==> src/rtl/flit_link_serializer.sv <==
// Buffers forwarded flits in a small FIFO and serializes each one onto a narrow
// link as LINK_WIDTH-bit beats (LSB first), followed by one XOR checksum beat.
//
// Ports:
//   nocclk, rst                      clock, synchronous active-high reset
//   forwarded_flit_valid/_ready      upstream flit handshake
//   forwarded_flit                   upstream flit payload
//   link_valid/link_ready            link beat handshake
//   link_data                        current beat (data or checksum)
//   link_sof / link_eof              first data beat / checksum beat of a frame
//   fifo_count                       flits held, including the one in flight
//   busy                             serializer is mid-frame
module flit_link_serializer #(
    parameter int unsigned FLIT_WIDTH = 64,
    parameter int unsigned LINK_WIDTH = 8,
    parameter int unsigned FIFO_DEPTH = 4
) (
    input  logic                          nocclk,
    input  logic                          rst,
    input  logic                          forwarded_flit_valid,
    input  logic [FLIT_WIDTH-1:0]         forwarded_flit,
    output logic                          forwarded_flit_ready,
    output logic                          link_valid,
    output logic [LINK_WIDTH-1:0]         link_data,
    output logic                          link_sof,
    output logic                          link_eof,
    input  logic                          link_ready,
    output logic [$clog2(FIFO_DEPTH):0]   fifo_count,
    output logic                          busy
);

    localparam int unsigned BEATS  = FLIT_WIDTH / LINK_WIDTH;
    localparam int unsigned CNT_W  = (BEATS > 1) ? $clog2(BEATS) : 1;
    localparam int unsigned PTR_W  = $clog2(FIFO_DEPTH);
    localparam int unsigned FCNT_W = PTR_W + 1;
    localparam logic [FCNT_W-1:0] FULL      = FCNT_W'(FIFO_DEPTH);
    localparam logic [CNT_W-1:0]  LAST_BEAT = CNT_W'(BEATS - 1);

    typedef enum logic [1:0] {ST_IDLE, ST_SEND, ST_CSUM} state_e;

    state_e                 state_q, state_d;
    logic [CNT_W-1:0]       beat_q, beat_d;
    logic [LINK_WIDTH-1:0]  csum_q, csum_d;
    logic [FLIT_WIDTH-1:0]  mem_q [FIFO_DEPTH];
    logic [FLIT_WIDTH-1:0]  mem_d [FIFO_DEPTH];
    logic [PTR_W-1:0]       wr_ptr_q, wr_ptr_d, rd_ptr_q, rd_ptr_d;
    logic [FCNT_W-1:0]      count_q, count_d;
    logic                   ready_q, ready_d;
    logic                   valid_q, valid_d;
    logic [LINK_WIDTH-1:0]  data_q, data_d;
    logic                   sof_q, sof_d;
    logic                   eof_q, eof_d;
    logic                   busy_q, busy_d;
    logic [FLIT_WIDTH-1:0]  head_d;
    logic                   push, accept, pop;

    // FIFO bookkeeping, frame FSM and next-cycle link outputs
    always_comb begin
        state_d  = state_q;
        beat_d   = beat_q;
        csum_d   = csum_q;
        mem_d    = mem_q;
        wr_ptr_d = wr_ptr_q;
        rd_ptr_d = rd_ptr_q;
        count_d  = count_q;
        valid_d  = 1'b0;
        data_d   = '0;
        sof_d    = 1'b0;
        eof_d    = 1'b0;

        push   = forwarded_flit_valid && ready_q;
        accept = valid_q && link_ready;
        pop    = (state_q == ST_CSUM) && accept;

        if (push) begin
            mem_d[wr_ptr_q] = forwarded_flit;
            wr_ptr_d        = wr_ptr_q + PTR_W'(1);
        end
        if (pop) begin
            rd_ptr_d = rd_ptr_q + PTR_W'(1);
        end
        case ({push, pop})
            2'b10:   count_d = count_q + FCNT_W'(1);
            2'b01:   count_d = count_q - FCNT_W'(1);
            default: count_d = count_q;
        endcase

        case (state_q)
            ST_IDLE: begin
                if (count_q != '0) begin
                    state_d = ST_SEND;
                end
            end
            ST_SEND: begin
                if (accept) begin
                    csum_d = csum_q ^ data_q;
                    if (beat_q == LAST_BEAT) begin
                        beat_d  = '0;
                        state_d = ST_CSUM;
                    end else begin
                        beat_d = beat_q + CNT_W'(1);
                    end
                end
            end
            ST_CSUM: begin
                if (accept) begin
                    csum_d  = '0;
                    beat_d  = '0;
                    // count_d already reflects the pop and any same-cycle push
                    state_d = (count_d != '0) ? ST_SEND : ST_IDLE;
                end
            end
            default: state_d = ST_IDLE;
        endcase

        // mem_d forwards a same-cycle push so a push-at-pop flit starts at once
        head_d  = mem_d[rd_ptr_d];
        valid_d = (state_d != ST_IDLE);
        if (state_d == ST_SEND) begin
            data_d = head_d[32'(beat_d) * LINK_WIDTH +: LINK_WIDTH];
            sof_d  = (beat_d == '0);
        end else if (state_d == ST_CSUM) begin
            data_d = csum_d;
            eof_d  = 1'b1;
        end
        ready_d = (count_d != FULL);
        busy_d  = (state_d != ST_IDLE);
    end

    // State and output registers
    always_ff @(posedge nocclk) begin
        if (rst) begin
            state_q  <= ST_IDLE;
            beat_q   <= '0;
            csum_q   <= '0;
            wr_ptr_q <= '0;
            rd_ptr_q <= '0;
            count_q  <= '0;
            ready_q  <= 1'b1;
            valid_q  <= 1'b0;
            data_q   <= '0;
            sof_q    <= 1'b0;
            eof_q    <= 1'b0;
            busy_q   <= 1'b0;
        end else begin
            state_q  <= state_d;
            beat_q   <= beat_d;
            csum_q   <= csum_d;
            wr_ptr_q <= wr_ptr_d;
            rd_ptr_q <= rd_ptr_d;
            count_q  <= count_d;
            ready_q  <= ready_d;
            valid_q  <= valid_d;
            data_q   <= data_d;
            sof_q    <= sof_d;
            eof_q    <= eof_d;
            busy_q   <= busy_d;
        end
    end

    // Flit storage needs no reset; entries are only read after being written
    always_ff @(posedge nocclk) begin
        mem_q <= mem_d;
    end

    assign forwarded_flit_ready = ready_q;
    assign link_valid           = valid_q;
    assign link_data            = data_q;
    assign link_sof             = sof_q;
    assign link_eof             = eof_q;
    assign fifo_count           = count_q;
    assign busy                 = busy_q;

    a_no_push_full: assert property (@(posedge nocclk) disable iff (rst)
        !(forwarded_flit_valid && forwarded_flit_ready && (fifo_count == FULL)));

    a_hold_stall: assert property (@(posedge nocclk) disable iff (rst)
        (link_valid && !link_ready) |=>
            ($stable(link_data) && $stable(link_sof) && $stable(link_eof)));

endmodule

==> config.mk <==
export PLATFORM = sky130hd
export DESIGN_NAME = flit_link_serializer
export DESIGN_NICKNAME = d
export VERILOG_FILES = /design/src/rtl/flit_link_serializer.sv
export SDC_FILE = /design/constraint.sdc
export NUM_CORES = 1
export LEC_CHECK = 0
export ABC_CLOCK_PERIOD_IN_PS = 3450
export CORE_ASPECT_RATIO = 0.8
export CORE_MARGIN = 1.5
export CORE_UTILIZATION = 38
export DETAILED_ROUTE_END_ITERATION = 12
export GPL_TIMING_DRIVEN = 0
export HOLD_SLACK_MARGIN = 0.05
export PLACE_DENSITY = 0.68
export SETUP_SLACK_MARGIN = 0.15
export SLEW_MARGIN = 20
export SYNTH_ARGS = -nofsm -noshare
export SYNTH_HDL_FRONTEND = slang
export SYNTH_SLANG_ARGS = --single-unit
==> constraint.sdc <==
create_clock -name nocclk -period 3.45 [get_ports nocclk]
set_input_delay 0.8625 -clock nocclk [delete_from_list [all_inputs] [get_ports nocclk]]
set_output_delay 0.8625 -clock nocclk [all_outputs]
set_load 0.005 [all_outputs]
==> metrics.md <==
| Metric | Value |
|---|---|
| Pre-antenna DRT Iters | 6 |
| Top FF cell, synth | dfxtp_1 |
| Total gr overflow | 0 |
| Die height | about 170 um |
| Max clock buf depth | 3 |
| CP arrival | 3800 ps |
| DIE WIDTH | 214 um |
| Startpoint Class | flip-flop |
| DR WL/cell | 21.1 um |
| Worst vdd ir | between 0.0003 and 0.0004 V |
| Endpoints failing setup | 0 |
| Synth async-reset ratio | 0% |
| Max Cap Violations | 0 |
| Port Buffer Count | 81 |
| Fmax | 303 MHz |
| Final Cell Area | 16500 um2 |
| Final Hold Viols | 0 |
| Final worst-path cycle share | 95.6% |
| Synthesized netlist cell count | approximately 1800 |
| Clock transition at path regs | 70 ps |
| Unrepaired setup endpoints after global routing | false |
| H-tree Lvls | 1 |
| Total clock sinks | 288 |
| Worst path max stage delay | 460 ps |
| GP Congestion | roughly 0.97 |
| Kind of critical path | flip-flop to flip-flop |
| Share of cells above drive strength 1 | about an eighth |
| Max-slew headroom | approximately 46% |
| Cell leakage power | roughly 7 nW |
| Num rows | 61 |
| Largest delay contributor family on the critical path | compound AO/OA/AOI/OAI gates |
| Clock Latency Late Sink | 600 ps |
| Ys Warns | 0 |
| GR Util All Layers | 26.6% |
| Die area | 36900 um2 |
| CTS tree | built |
| Initial antenna violation count | 3 |
| Req. time, crit path | roughly 4000 ps |
| Via Count | 13655 |
| Most frequent cells in the layout | 616 x nand2_1, 286 x dfxtp_1, 129 x nor2_1, 81 x clkdlybuf4s50_1, 73 x or3_1 |
| Num CTS Buffers | 30 |
| Most used cell, CP | o211ai_1 |
| Commonest non-fill, non-tap cell in the layout | nand2_1 |
| Area after DPL | between 15000 and 20000 um2 |
| Slowest cell on crit path | a211oi_1 |
| Syn nets | 1836 |
| CP max FO | 10 |
| Initial Utilization | 38.9% |
| EDFF count, synth | 0 |
| Worst hold path class | flip-flop to flip-flop |
| Syn_area_per_cell | ~7.7 um2 |
| Period minus WS final | 3300 ps |
| Status | finished clean |
| Final Power | 10.6 mW |
| Seq/Total Area, Yosys | 42.4% |
| Clock Skew | between 30 and 40 ps |
| #FFs+latches synth | 288 |
| Slew Viols, Final | 0 |
| Post-Syn Area | between 10000 and 15000 um2 |
| Root Buffer | clkbuf_16 |
| P per Cell Area | roughly 640 nW/um2 |
| Slew @ Worst Pin | 816 ps |
| Detailed router's first-iteration violation count | ~1800 |
| Post-DP HPWL | 36000 um |
| Vias per cell | 5.76 |
| Vias in the first global route | 12848 |
| Core area | 35000 um2 |
| Area grow syn2layout | 21.2% |
| Buf/Inv on CP | 4 |
| Post-route ant nets | 0 |
| Critical Path Sink Type | flip-flop |
| Pin count of the biggest net entering global routing | 16 |
| Post-synthesis cell type count | 63 |
| Final WL | 50000 um |
| Ports | 84 |
| Worst-path cell chain | inv_2, ha_4, nand3_4, xnor2_2, buf_4, buf_2, clkbuf_2, o311ai_0, a211oi_1, o211ai_1, o211ai_1 |
| DRC | 0 |
| Nets@finish | between 1500 and 2000 |
| First-pass GRT wire length | between 70000 and 80000 um |
| ANT cells | 0 |
==> power by group <==
part           internal [mW]  switching [mW]  leakage, nW
Combinational          0.934            1.25         3.99
Clock                   2.16            1.46        0.524
Sequential              4.32           0.442         2.40
==> path summary, 6_finish.rpt <==
| kind | cells past startpoint | endpoint | slack [ps] | start |
|---|---|---|---|---|
| worst max-delay path | 11 | link_data[5] | 150 | state_q[0] |
| worst min-delay path | 2 | mem_q[46] | 440 | mem_q[46] |
| worst max register to register | 11 | link_data[5] | 150 | state_q[0] |
| worst min register to register | 2 | mem_q[46] | 440 | mem_q[46] |
==> repair_timing <==
item | in CTS | in global routing
hold endpoints to repair | 0 | 0
pin swaps | 6 | 5
setup buffers | 7 | 0
gates cloned | 0 | 0
gates resized for setup | 63 | 56
hold buffers | 0 | 0
setup endpoints to repair | 58 | 86
==> layout make-up <==
| type | instances | area, um2 |
|---|---|---|
| buffer | 131 | 646 |
| clock inverter | 18 | 278 |
| fill | 3445 | 18500 |
| timing repair buffer | 88 | 888 |
| sequential | 288 | 5770 |
| tap | 472 | 591 |
| multi-input combinational | 1319 | 7390 |
| clock buffer | 38 | 831 |
| inverter | 18 | 67.6 |
==> cell families (layout without fill, tap and decap cells) <==
family / Yosys count / count (layout) / share of synthesized area [%]
buffers and inverters: 149 / 293 / 4.54
xor gates and xnor gates: 16 / 16 / 1.33
adders and majority gates: 12 / 12 / 1.16
DFF: 288 / 288 / 42.4
muxes: 75 / 75 / 7.34
AOI/OAI and AO/OA: 253 / 253 / 13.1
and+or+nand+nor: 963 / 963 / 30.1
==> flip-flops by register name, summed over array words and instances, names as in the netlist <==
signal and flops:
mem_q 256, fifo_count 3, csum_q 8, state_q 2, link_eof 1, link_sof 1
rd_ptr_q 2, forwarded_flit_ready 1, busy 1, link_data 8, wr_ptr_q 2, beat_q 3
==> Yosys cell counts (11+ instances only) <==
master / count / area (um2)
or3_1: 73 / 457
inv_1: 17 / 63.8
buf_1: 21 / 78.8
nand3_1: 64 / 320
nand2b_1: 13 / 81.3
mux2i_1: 22 / 220
o21ai_0: 68 / 340
ha_1: 11 / 138
o2111ai_1: 29 / 254
nand2_1: 617 / 2320
o22ai_1: 16 / 100
mux2_2: 35 / 394
dfxtp_1: 288 / 5770
buf_2: 16 / 80.1
clkbuf_1: 87 / 327
nor2_1: 131 / 492
nor3_1: 16 / 80.1
o211ai_1: 48 / 360
mux4_2: 16 / 360
nand4_1: 22 / 138
o311ai_0: 17 / 149
==> metrics by stage <==
| stage | instances | setup WS [ps] | utilization [%] | hold slack, ps | setup TNS, ps |
|---|---|---|---|---|---|
| after global placement | 2309 | -839 | 43.0 | 425 | -30770 |
| after detailed placement | 2309 | -782 | 43.0 | 429 | -33370 |
| final | 2372 | 152 | 47.1 | 437 | 0 |
| after CTS | 2372 | 151 | 46.9 | 438 | 0 |
| after floorplan | 1756 | 257 | - | 415 | 0 |
| after global routing | 2372 | 146 | 47.1 | 449 | 0 |
==> routing by layer <==
metal	vias up	share of wire, %	GRT usage [%]	wire length, um
li1	6262	-	-	-
met1	6414	41	35.8	20700
met2	852	43	41.2	21300
met3	125	12	6.75	6210
met4	2	3.7	9.98	1830
met5	-	0.026	0	13
==> worst reg2reg max path: stages, from the launching register on <==
cell      delay [ps]
dfxtp_2          350
inv_2            110
ha_4             210
nand3_4          110
xnor2_2          270
buf_4            320
buf_2            320
clkbuf_2         320
o311ai_0         200
a211oi_1         460
o211ai_1         320
o211ai_1         210
Note: power is estimated with default switching activity, not from simulation.
==> RTL edit 1 (config.mk and constraints unchanged) <==
Register the output `fifo_count` once more, with the module's reset; this adds one clock of latency there. The other outputs are not delayed to match.
--- a/src/rtl/flit_link_serializer.sv
+++ b/src/rtl/flit_link_serializer.sv
@@ -39,2 +39,4 @@
     typedef enum logic [1:0] {ST_IDLE, ST_SEND, ST_CSUM} state_e;
+
+    logic [$clog2(FIFO_DEPTH):0] fifo_count_d;
 
@@ -170,3 +172,3 @@
     assign link_eof             = eof_q;
-    assign fifo_count           = count_q;
+    assign fifo_count_d         = count_q;
     assign busy                 = busy_q;
@@ -174,3 +176,3 @@
     a_no_push_full: assert property (@(posedge nocclk) disable iff (rst)
-        !(forwarded_flit_valid && forwarded_flit_ready && (fifo_count == FULL)));
+        !(forwarded_flit_valid && forwarded_flit_ready && (fifo_count_d == FULL)));
 
@@ -180,2 +182,10 @@
 
+    always_ff @(posedge nocclk) begin
+        if (rst) begin
+            fifo_count <= '0;
+        end else begin
+            fifo_count <= fifo_count_d;
+        end
+    end
+
 endmodule
Check against the original RTL: not equivalent (Yosys sat finds a counterexample within 4 cycles, from zero or initial values and one cycle with rst high).
==> RTL edit 1 against the original RTL <==
Sequential cell count rose by 3. Power decreased by 2.4%. Clock power fell by 7.7%. Final area fell by 0.28%. Wire length shrank 1.0%. Synthesized area increased by 0.58%. Worst setup slack improved by 0.015 ns. Global-route usage decreased by 0.69 points. Non-clock buffer count up 3. Maximum frequency is 0.45% higher. Count of clock-buffer cells in the layout up 6. Synthesized cell count increased by 0.34%. Largest power group unchanged.
==> RTL edit 1: results (changes against the original RTL) <==
* CP peak stage delay at 0.52 ns (+0.06 ns)
* Post-synth top cells: nand2_1, dfxtp_1, nor2_1
* Max FFs per register at 256 (unchanged)
* Post-Syn Instances at 1,762 (+0.34%)
* Fill count at 3,476 (+0.90%)
* Critical path's slowest cell: nor3_2
* Cts repair resizes at 55 (-13%)
* CP Launch Point: state_q[1]
* Max IR drop VDD at 0.3976 mV (+1.1%)
* Top delay family on crit path: compound AO/OA/AOI/OAI gates
* Vias in the first global route at 12.62k (-1.8%)
* Iter 0 DRT Violations at 1,873 (+4.3%)
* Slew HR at 42.17% (-3.5 points)
* Ranking of synthesized cells by area: dfxtp_1, nand2_1, nor2_1
* Reg area at 0.005827 sq mm (+1.0%)
* All-Layer GR Usage at 25.93% (-0.69 points)
* GR met1 Demand/Resource at 36.91% (+1.1 points)
* Post-Layout Cell Count at 2,380 (+0.34%)
* Post-synthesis cell type count at 63 (unchanged)
* Fraction of area in multi-input gates at 45.13% (+0.22 points)
* Placer Congestion at 0.9407 (-3.1%)
* WL met2 at 21.00 mm (-1.5%)
* Count of multi-input gates at 1,322 (+0.23%)
* Met1 WL at 20.99 mm (+1.7%)
* First-pass GRT wire length at 75.06 mm (-0.93%)
* DR pass1 iterations at 6 (unchanged)
* Finished layout cell area at 0.01642 sq mm (-0.28%)
* Area of placed instances at 0.01510 sq mm (+0.52%)
* Setup Skew at 0.02149 ns (-0.01378 ns)
* Fmax at 304.5 MHz (+0.45%)
* Final non-clock buffer share at 9.268% (-0.050 points)
* WL/cell at 20.81 microns (-1.4%)
* Clock sinks at 291 (+1.0%)
* Flop pwr share at 46.6% (+1.5 points)
* P_sw at 3083 uW (-2.2%)
* Layout cells sized above 1 at 11.29% (-0.56 points)
* Met3 wire length at 5.820 mm (-6.3%)
* Fin util at 46.76% (-0.34 points)
* # clk buffers at 44 (+16%)
* Leakage power at 0.006903 uW (-0.17%)
* Crit path DAT at 3.75 ns (-0.05 ns)
* Share of total power in combinational logic at 21.0% (+0.3 points)
* DP Worst Slack at -0.7445 ns (+0.03742 ns)
* Hold EP: mem_q[113]
* Placed cell count at 2,315 (+0.26%)
* FF-to-FF setup slack at 0.17 ns
* Hold wc startpoint: mem_q[113]
* Postcts setup bufs at 7 (unchanged)
* Met3 usage at 5.770% (-0.99 points)
* HPWL after DPL at 35.53 mm (-1.4%)
* Antenna cell count at 3 (+3)
* Nets at 1,965 (+0.46%)
* Outcome: complete, no violations
RTL edit 1: cell count changes in the layout (fill, tap and decap cells not counted), moves of 3 or more:
cell / before / now
clkbuf_1: 39 / 55
buf_4: 12 / 19
clkbuf_2: 46 / 39
buf_1: 19 / 13
clkinvlp_4: 6 / 0
dfxtp_1: 286 / 290
bufinv_16: 6 / 3
diode_2: 0 / 3
nor2b_1: 4 / 7
o311ai_1: 5 / 2
RTL edit 1: logic make-up after synthesis:
| kind of cell | count (synthesis) | share of synthesized area [%] |
|---|---|---|
| DFF | 291 | 42.63 |
| adders and majority gates | 12 | 1.154 |
| muxes | 75 | 7.297 |
| AOI/OAI and AO/OA | 253 | 13.05 |
| and+or+nand+nor | 966 | 30.04 |
| buffers and inverters | 149 | 4.514 |
| xor gates and xnor gates | 16 | 1.318 |
==> RTL edit 2 (config.mk and constraints unchanged) <==
Without the edit above. The parameter `FIFO_DEPTH` goes from 4 to 2.
--- a/src/rtl/flit_link_serializer.sv
+++ b/src/rtl/flit_link_serializer.sv
@@ -15,3 +15,3 @@
     parameter int unsigned LINK_WIDTH = 8,
-    parameter int unsigned FIFO_DEPTH = 4
+    parameter int unsigned FIFO_DEPTH = 2
 ) (
Interface: changed (resized fifo_count); port bits go from 84 to 83. No check against the original RTL was run, so the function may have changed too.
==> RTL edit 2 against the original RTL <==
Die area fell by 38%. Power fell by 47%. Synthesized cell count fell by 38%. Sequential cell count fell by 131. Synthesized area fell by 38%. Critical path depth did not move. Hold slack improved by 0.0067 ns. Final area fell by 36%. Wire length fell by 41%. Combinational power fell by 47%. Non-clock buffer count fell by 36. Worst setup slack improved by 0.10 ns. Critical endpoint is now link_data[6]. Highest routed layer is now met4.
==> RTL edit 2: results (changes against the original RTL) <==
* Seq/Total Area, Yosys at 37.53% (-4.9 points)
* Postcts setup bufs at 5 (-2)
* Syn Area/Cell at 7.718 sq um (-0.25%)
* Num CTS Buffers at 17 (-43%)
* Nets at 1,266 (-35%)
* FF-to-FF setup slack at 0.41 ns (+0.26 ns)
* Post-synthesis cell type count at 47 (-25%)
* Top delay family on crit path: buffers and inverters
* Max FFs per register at 128 (-50%)
* WHS at 0.4439 ns (+0.006694 ns)
* Met1 WL at 13.14 mm (-36%)
* GR met1 Demand/Resource at 36.68% (+0.84 points)
* Post-Syn Instances at 1,085 (-38%)
* Post-synth top cells: nand2_1, dfxtp_1, nand3_1
* WL met2 at 12.51 mm (-41%)
* Vias in the first global route at 8,377 (-35%)
* Critical path's slowest cell: clkdlybuf4s50_1
* Largest net degree at the start of global routing at 20 (+4)
* Final non-clock buffer share at 12.91% (+3.6 points)
* First-pass GRT wire length at 46.40 mm (-39%)
* Fraction of area in multi-input gates at 47.76% (+2.9 points)
* Hold wc startpoint: mem_q[29]
* DP Worst Slack at -1.210 ns (-0.4279 ns)
* Ranking of synthesized cells by area: dfxtp_1, nand2_1, mux2_2
* Leakage power at 0.004338 uW (-37%)
* Compound-Gate Fraction of Synth Area at 15.28% (+2.2 points)
* Max IR drop VDD at 0.3572 mV (-9.2%)
* # clk buffers at 21 (-45%)
* Final wirelength at 29.42 mm (-41%)
* Mapped Nets at 1,160 (-37%)
* Outcome: complete, no violations
* Met3 usage at 5.930% (-0.82 points)
* Met2 Resource Use GR at 39.10% (-2.1 points)
* Clock Latency Late Sink at 0.44 ns (-0.16 ns)
* Clk tree area frac at 5.833% (-0.90 points)
* Cts repair resizes at 30 (-52%)
* CTS H-tree depth at 4 (+3)
* Placer Congestion at 0.9797 (+0.96%)
-- RTL edit 2: changes by cell type after synthesis, sizes merged, moves of 25 or more --
cell / unedited run / this run
nand3: 64 / 125
dfxtp: 288 / 157
nand2: 617 / 309
or3: 73 / 3
o211ai: 48 / 17
nor2: 131 / 82
mux2: 37 / 64
o21ai: 69 / 9
clkbuf: 87 / 62
-- RTL edit 2: where the power goes --
group          total [uW]  internal, uW  switching, uW
Combinational        1160           558            602
Sequential           2450          2190            256
Clock                1980          1190            791
-- RTL edit 2: worst max-delay path by stage --
stage                              start      endpoint  slack, ns  depth (start not counted)
detailed placement  forwarded_flit_valid  link_data[2]      -1.21                         15
floorplan           forwarded_flit_valid  link_data[0]       0.16                         14
global route                  link_ready  link_data[2]       0.11                          9
CTS                           link_ready  link_data[4]       0.16                         11
finish                        link_ready  link_data[6]       0.25                         11
global placement    forwarded_flit_valid  link_data[2]      -1.19                         15
